`config.mk`:
```
export PLATFORM = sky130hd
export DESIGN_NAME = wb_stage
export DESIGN_NICKNAME = d
export VERILOG_FILES = /design/src/rtl/wb_stage.sv
export SDC_FILE = /design/constraint.sdc
export NUM_CORES = 1
export LEC_CHECK = 0
export ABC_CLOCK_PERIOD_IN_PS = 2600
export CAP_MARGIN = 20
export CORE_MARGIN = 4
export CORE_UTILIZATION = 45
export CTS_CLUSTER_DIAMETER = 150
export CTS_CLUSTER_SIZE = 30
export DETAILED_ROUTE_END_ITERATION = 12
export PLACE_DENSITY = 0.83
export SLEW_MARGIN = 40
export SYNTH_ARGS = -nofsm -noshare
export SYNTH_HDL_FRONTEND = slang
export SYNTH_SLANG_ARGS = --single-unit
```
`constraint.sdc`:
```
create_clock -name clk -period 2.6 [get_ports clk]
set_input_delay 0.78 -clock clk [delete_from_list [all_inputs] [get_ports clk]]
set_output_delay 0.78 -clock clk [all_outputs]
set_load 0.02 [all_outputs]
```
`src/rtl/wb_stage.sv`:
```
// -----------------------------------------------------------------------------
// wb_stage : MEM/WB pipeline stage of the MiniRiscV core.
//
// Accepts retiring instructions from MEM. Non-loads retire on the next clock
// edge. Loads retire on the next edge if load data arrives in the same cycle.
// Otherwise the control fields are held and the stage waits for load data.
// Load bytes/halfwords are extracted and extended, the writeback source is
// selected, and a retire counter is kept. All writeback outputs are registered
// on posedge clk, so they are stable for the register file's negedge write.
//
// Handshake: an instruction is taken when in_valid=1 and in_ready=1 with
// flush=0. in_ready is high only in IDLE; stall_req is its complement and tells
// MEM to hold while a load is outstanding. in_valid is ignored while waiting.
//
// Ports:
//   clk, reset          clock (posedge) / synchronous active-high reset
//   in_valid, in_ready  MEM-side handshake
//   in_rd, in_reg_write destination register and its write flag
//   in_wb_sel           00 ALU, 01 load, 10 PC+4, 11 immediate
//   in_alu_result, in_pc_plus4, in_imm   candidate writeback values
//   in_funct3, in_addr_lo                load type / low address bits
//   load_valid, load_rdata               load data return (aligned word)
//   flush               kill the held or incoming instruction
//   wb_valid, wb_we, wb_rd, wb_data      register-file write port (pulsed)
//   stall_req           upstream must hold (state is WAIT_DATA)
//   retire_count        free-running count of retired instructions
// -----------------------------------------------------------------------------
module wb_stage #(
    parameter int XLEN  = 32,
    parameter int CNT_W = 32
) (
    input  logic             clk,
    input  logic             reset,
    input  logic             in_valid,
    output logic             in_ready,
    input  logic [4:0]       in_rd,
    input  logic             in_reg_write,
    input  logic [1:0]       in_wb_sel,
    input  logic [XLEN-1:0]  in_alu_result,
    input  logic [XLEN-1:0]  in_pc_plus4,
    input  logic [XLEN-1:0]  in_imm,
    input  logic [2:0]       in_funct3,
    input  logic [1:0]       in_addr_lo,
    input  logic             load_valid,
    input  logic [XLEN-1:0]  load_rdata,
    input  logic             flush,
    output logic             wb_valid,
    output logic             wb_we,
    output logic [4:0]       wb_rd,
    output logic [XLEN-1:0]  wb_data,
    output logic             stall_req,
    output logic [CNT_W-1:0] retire_count
);

    typedef enum logic {
        IDLE      = 1'b0,
        WAIT_DATA = 1'b1
    } state_t;

    state_t      r_state;
    logic [4:0]  r_rd;
    logic        r_reg_write;
    logic [2:0]  r_funct3;
    logic [1:0]  r_addr_lo;

    logic            w_accept;
    logic            w_is_load;
    logic            w_retire;
    logic            w_capture;
    logic [4:0]      w_sel_rd;
    logic            w_sel_we;
    logic [2:0]      w_f3;
    logic [1:0]      w_lo;
    logic [7:0]      w_byte;
    logic [15:0]     w_half;
    logic [XLEN-1:0] w_load_data;
    logic [XLEN-1:0] w_sel_data;

    assign in_ready  = (r_state == IDLE);
    assign stall_req = (r_state == WAIT_DATA);

    assign w_accept  = (r_state == IDLE) && in_valid && !flush;
    assign w_is_load = (in_wb_sel == 2'b01);
    // Flush wins over both a fresh accept and returning load data.
    assign w_retire  = (w_accept && (!w_is_load || load_valid)) ||
                       ((r_state == WAIT_DATA) && load_valid && !flush);
    assign w_capture = w_accept && w_is_load && !load_valid;

    // In WAIT_DATA the MEM-side inputs belong to a stalled younger
    // instruction, so the held fields must be used instead.
    always_comb begin
        w_sel_rd = in_rd;
        w_sel_we = in_reg_write;
        w_f3     = in_funct3;
        w_lo     = in_addr_lo;
        if (r_state == WAIT_DATA) begin
            w_sel_rd = r_rd;
            w_sel_we = r_reg_write;
            w_f3     = r_funct3;
            w_lo     = r_addr_lo;
        end
    end

    // Load extraction; addr_lo[0] is irrelevant for halfwords, and
    // undefined funct3 codes fall through to a full-word load.
    always_comb begin
        w_byte = 8'h00;
        case (w_lo)
            2'd0:    w_byte = load_rdata[7:0];
            2'd1:    w_byte = load_rdata[15:8];
            2'd2:    w_byte = load_rdata[23:16];
            default: w_byte = load_rdata[31:24];
        endcase
        w_half = w_lo[1] ? load_rdata[31:16] : load_rdata[15:0];
        w_load_data = load_rdata;
        case (w_f3)
            3'b000:  w_load_data = {{(XLEN-8){w_byte[7]}}, w_byte};
            3'b100:  w_load_data = {{(XLEN-8){1'b0}}, w_byte};
            3'b001:  w_load_data = {{(XLEN-16){w_half[15]}}, w_half};
            3'b101:  w_load_data = {{(XLEN-16){1'b0}}, w_half};
            default: w_load_data = load_rdata;
        endcase
    end

    always_comb begin
        w_sel_data = in_alu_result;
        if (r_state == WAIT_DATA) begin
            w_sel_data = w_load_data;
        end else begin
            case (in_wb_sel)
                2'b00:   w_sel_data = in_alu_result;
                2'b01:   w_sel_data = w_load_data;
                2'b10:   w_sel_data = in_pc_plus4;
                default: w_sel_data = in_imm;
            endcase
        end
    end

    always_ff @(posedge clk) begin
        if (reset) begin
            r_state      <= IDLE;
            r_rd         <= 5'd0;
            r_reg_write  <= 1'b0;
            r_funct3     <= 3'd0;
            r_addr_lo    <= 2'd0;
            wb_valid     <= 1'b0;
            wb_we        <= 1'b0;
            wb_rd        <= 5'd0;
            wb_data      <= '0;
            retire_count <= '0;
        end else begin
            wb_valid <= w_retire;
            // x0 is never written even though the instruction retires.
            wb_we    <= w_retire && w_sel_we && (w_sel_rd != 5'd0);
            if (w_retire) begin
                wb_rd        <= w_sel_rd;
                wb_data      <= w_sel_data;
                retire_count <= retire_count + {{(CNT_W-1){1'b0}}, 1'b1};
            end
            case (r_state)
                IDLE: begin
                    if (w_capture) begin
                        r_rd        <= in_rd;
                        r_reg_write <= in_reg_write;
                        r_funct3    <= in_funct3;
                        r_addr_lo   <= in_addr_lo;
                        r_state     <= WAIT_DATA;
                    end
                end
                WAIT_DATA: begin
                    if (flush || load_valid) begin
                        r_state <= IDLE;
                    end
                end
                default: r_state <= IDLE;
            endcase
        end
    end

endmodule

```
==> impl_metrics.tcl <==
set metrics [dict create \
    status "finished clean" \
    final_net_count 1063 \
    ctsHoldBuffers 0 \
    fin_crit_ns 2.51 \
    post_route_wl_mm 23.1 \
    clk_transition_reported_paths_ns 0.06 \
    globalRouteTotalUtil_pct 31.5 \
    finalCritPeriodShare_pct 96.6 \
    layout.cells.non_filler 1089 \
    synth_fp_nets 829 \
    worstSetupStartpointType "input pin" \
    number_of_different_library_cells_in_the_post_synthesis_netlist 66 \
    max_slew_margin_pct 67.8 \
    ant_nets 0 \
    avgRoutedWirePerCell_um 21.2 \
    hold_path.startpoint "wb_data[0]" \
    cp_slowest_cell "clkdlybuf4s50_1" \
    synthesis.instances 682 \
    number_of_warnings_reported_in_the_yosys_synthesis_log 0 \
    cts_htree_levels 3 \
    post_synth.cell_area_avg_sq_um 8.19 \
    insertedDiodeCount 0 \
    p_switching_w 0.00103 \
    netlist.top_cell.by_area "dfxtp_1" \
    fill_cells 988 \
    whs_path_depth 1 \
    drtIter0Drc 728 \
    ys_ff_latch 83 \
    area.growth.synth_to_final_pct 52.7 \
    antenna_found_initial 0 \
    finalClockSkew_ns 0.00713 \
    report.final.slew_viol_count 0 \
    netSwitchingFraction_pct 29.4 \
    combinationalPowerShare_pct 27.2 \
    insertion_delay_ns 0.34 \
    crit_arrival_ns 2.74 \
    vias 6592 \
    dr.pass1.iters 5 \
    ir_worst_vdd_mv 0.390 \
    worst-path-max-fanout 6 \
    drv_cap 0 \
    drive_above_1_share_pct 15.3 \
    port_buffers 218 \
    horiz_die_dim_um 119 \
    power.static_leakage_nw 3.09 \
    yosysTopAreaCellShare_pct 29.7 \
    critical_path_class "in2reg" \
    p_clk_share_pct 34.0 \
    viasPerCell 6.05 \
    rsz0062_at_grt "false" \
    powerDensity_nw_per_um2 409 \
    multi_input_comb_area_sq_um 3570 \
    regToRegEndpoint "wb_data[13]" \
    timing_worst_slew_pin_value_ns 0.481 \
    clockRootBuffer "clkbuf_16" \
    die_y_um 119 \
    crit_chain "clkdlybuf4s50_1, buf_4, nand3b_1, a21oi_1, a2111oi_4, a21oi_2, a2111oi_2" \
    top_level_pins 219 \
    synth_flop_cell "dfxtp_1" \
    timing.critical_path.to_type "flop" \
    gp_congestion 0.957 \
    final-seq-area_sq_um 1660 \
    worstPathRequired_ns 2.83 \
    worstReg2RegStart "stall_req" \
    grt_start_max_net_pins 77 \
    post_synth_main_area_contributors "dfxtp_1 (30%), mux2i_1 (7.0%), a21oi_1 (6.5%)" \
    first_global_vias 6483 \
    row_count 40 \
    number_of_enable_flip_flop_cells_after_synthesis 0 \
    dp_hpwl_mm 17.7 \
    finalHoldViolCount 0 \
    cts-root-to-sink-buffers 2 \
    synth_async_sr_flop_share_pct 0 \
    cts-buffers-inserted 9 \
    hold_worst_path_end "wb_data[0]" \
    sequential_to_total_area_share_from_yosys_stat_pct 29.7 \
    r2r.worst_path.cells 6 \
    utilization_pct 70.7 \
    number_of_drc_violations_after_detailed_routing 0 \
    place.detailed.instances 1073 \
    hp-class "reg2reg" \
    seq_power_share_pct 38.8 \
    internal_dissipation_w 0.00246 \
    standard_cell_core_area_sq_um 12100 \
    grt-ovfl-total 0 \
    setup_viol 0 \
    dieArea_sq_um 14300 \
    worst-r2r-setup-slack_ns 0.19 \
    cts_repair_resize_count 0 \
    syn-cell-area_sq_um 5590 \
    tritoncts_clock_tree "yes" \
    post-cts-setup-buffers 0 \
    initial_core_util_pct 46.3 \
    cts_sinks 83 \
    grt_pass1_wl_mm 35.8 \
    max_freq_mhz 398 \
    cp_slowest_stage_delay_ns 0.55 \
]
[cell usage in the layout (no fill, tap or decap), drive strengths merged, types with 4 or more instances in the layout]
cell	n
nand3	12
or3	18
or4	11
mux2	20
a221oi	4
nand4	13
buf	63
o2bb2ai	9
o32ai	4
xnor2	5
a2111oi	4
dfxtp	83
nor2b	4
o31ai	8
a22oi	32
nor2	54
a211oi	7
and2	5
a21boi	9
a21oi	74
o21a	5
o211ai	8
inv	31
nor4	20
clkbuf	10
mux2i	41
clkdlybuf4s50	216
o221ai	16
nor3	8
o221a	4
o22ai	18
nand2	29
o21ai	47
[sequential cells by signal, summed over array words and instances (netlist names)]
signal        count
r_addr_lo         2
r_funct3          3
r_rd              5
r_reg_write       1
retire_count     32
stall_req         1
wb_data          32
wb_rd             5
wb_valid          1
wb_we             1
[per-stage QoR]
step | worst slack [ns] | TNS [ns] | hold slack, ns | cell area (sq um) | power, W
global route | 0.0132 | 0 | 0.496 | 8530 | 0.00362
global placement | -0.125 | -4.21 | 0.450 | 8260 | 0.00230
detailed placement | -0.223 | -6.71 | 0.457 | 8260 | 0.00231
CTS | 0.0878 | 0 | 0.473 | 8530 | 0.00350
floorplan | 0.222 | 0 | 0.463 | 5590 | 0.00180
finish | 0.0888 | 0 | 0.469 | 8530 | 0.00349
[Yosys cell counts (9+ instances only)]
library cell	number
o21ai_0	47
nand3_1	12
nor4_1	19
mux2i_1	39
or4_1	11
nor2_1	52
inv_1	27
clkbuf_1	33
a22oi_1	32
o221ai_1	16
o2bb2ai_1	9
a21oi_1	72
a21boi_0	9
o22ai_2	9
nand4_1	10
dfxtp_1	83
buf_2	16
or3_1	17
nand2_1	29
mux2_2	20
[power groups by stage]
stage	Sequential [W]	Clock (W)	Combinational, W
6_report	0.00135	0.00119	0.000950
5_1_grt	0.00136	0.00126	0.00101
3_3_place_gp	0.00138	0	0.000922
3_5_place_dp	0.00138	0	0.000933
4_1_cts	0.00135	0.00121	0.000940
2_1_floorplan	0.00142	0	0.000377
[metal layers]
layer | routed length [um] | up-vias | global-route usage (%)
met4 | 500 | 0 | 7.66
met1 | 9470 | 3142 | 40.5
met5 | 0 | - | 0
met3 | 1610 | 37 | 5.46
met2 | 11500 | 321 | 54.7
li1 | - | 3092 | -
[critical path: cells and delay by family]
kind,cells,cell delay (ns)
AOI/OAI and AO/OA,4,1.08
buffers and inverters,2,0.77
and+or+nand+nor,1,0.11
[cell families (layout without fill, tap and decap cells)]
logic type | Yosys count | count (layout) | share of synthesized area [%]
XOR/XNOR | 7 | 7 | 1.10
adder cells (fa/ha/maj) | 1 | 1 | 0.224
flip-flops | 83 | 83 | 29.7
multiplexers | 62 | 62 | 11.9
AND/OR/NAND/NOR | 183 | 183 | 17.5
buffers and inverters | 85 | 324 | 6.34
AO/OA/AOI/OAI | 261 | 261 | 33.2
[cell type report]
type | instances | area share [%]
multi-input cells | 514 | 41.9
repair buffers | 279 | 31.7
flip-flops and latches | 83 | 19.5
clock buffers | 10 | 2.68
well taps | 168 | 2.46
inverters | 29 | 1.28
clock inverters | 6 | 0.469
[worst max path at each step]
stage	start	cells past startpoint	slack [ns]	to
finish	in_addr_lo[1]	7	0.09	wb_data[13]
floorplan	in_addr_lo[1]	7	0.22	wb_data[30]
global route	in_addr_lo[1]	7	0.01	wb_data[13]
global placement	in_addr_lo[1]	8	-0.12	wb_data[14]
detailed placement	in_wb_sel[1]	8	-0.22	retire_count[23]
CTS	stall_req	2	0.09	in_ready
Power figures use the tool's default switching activity.
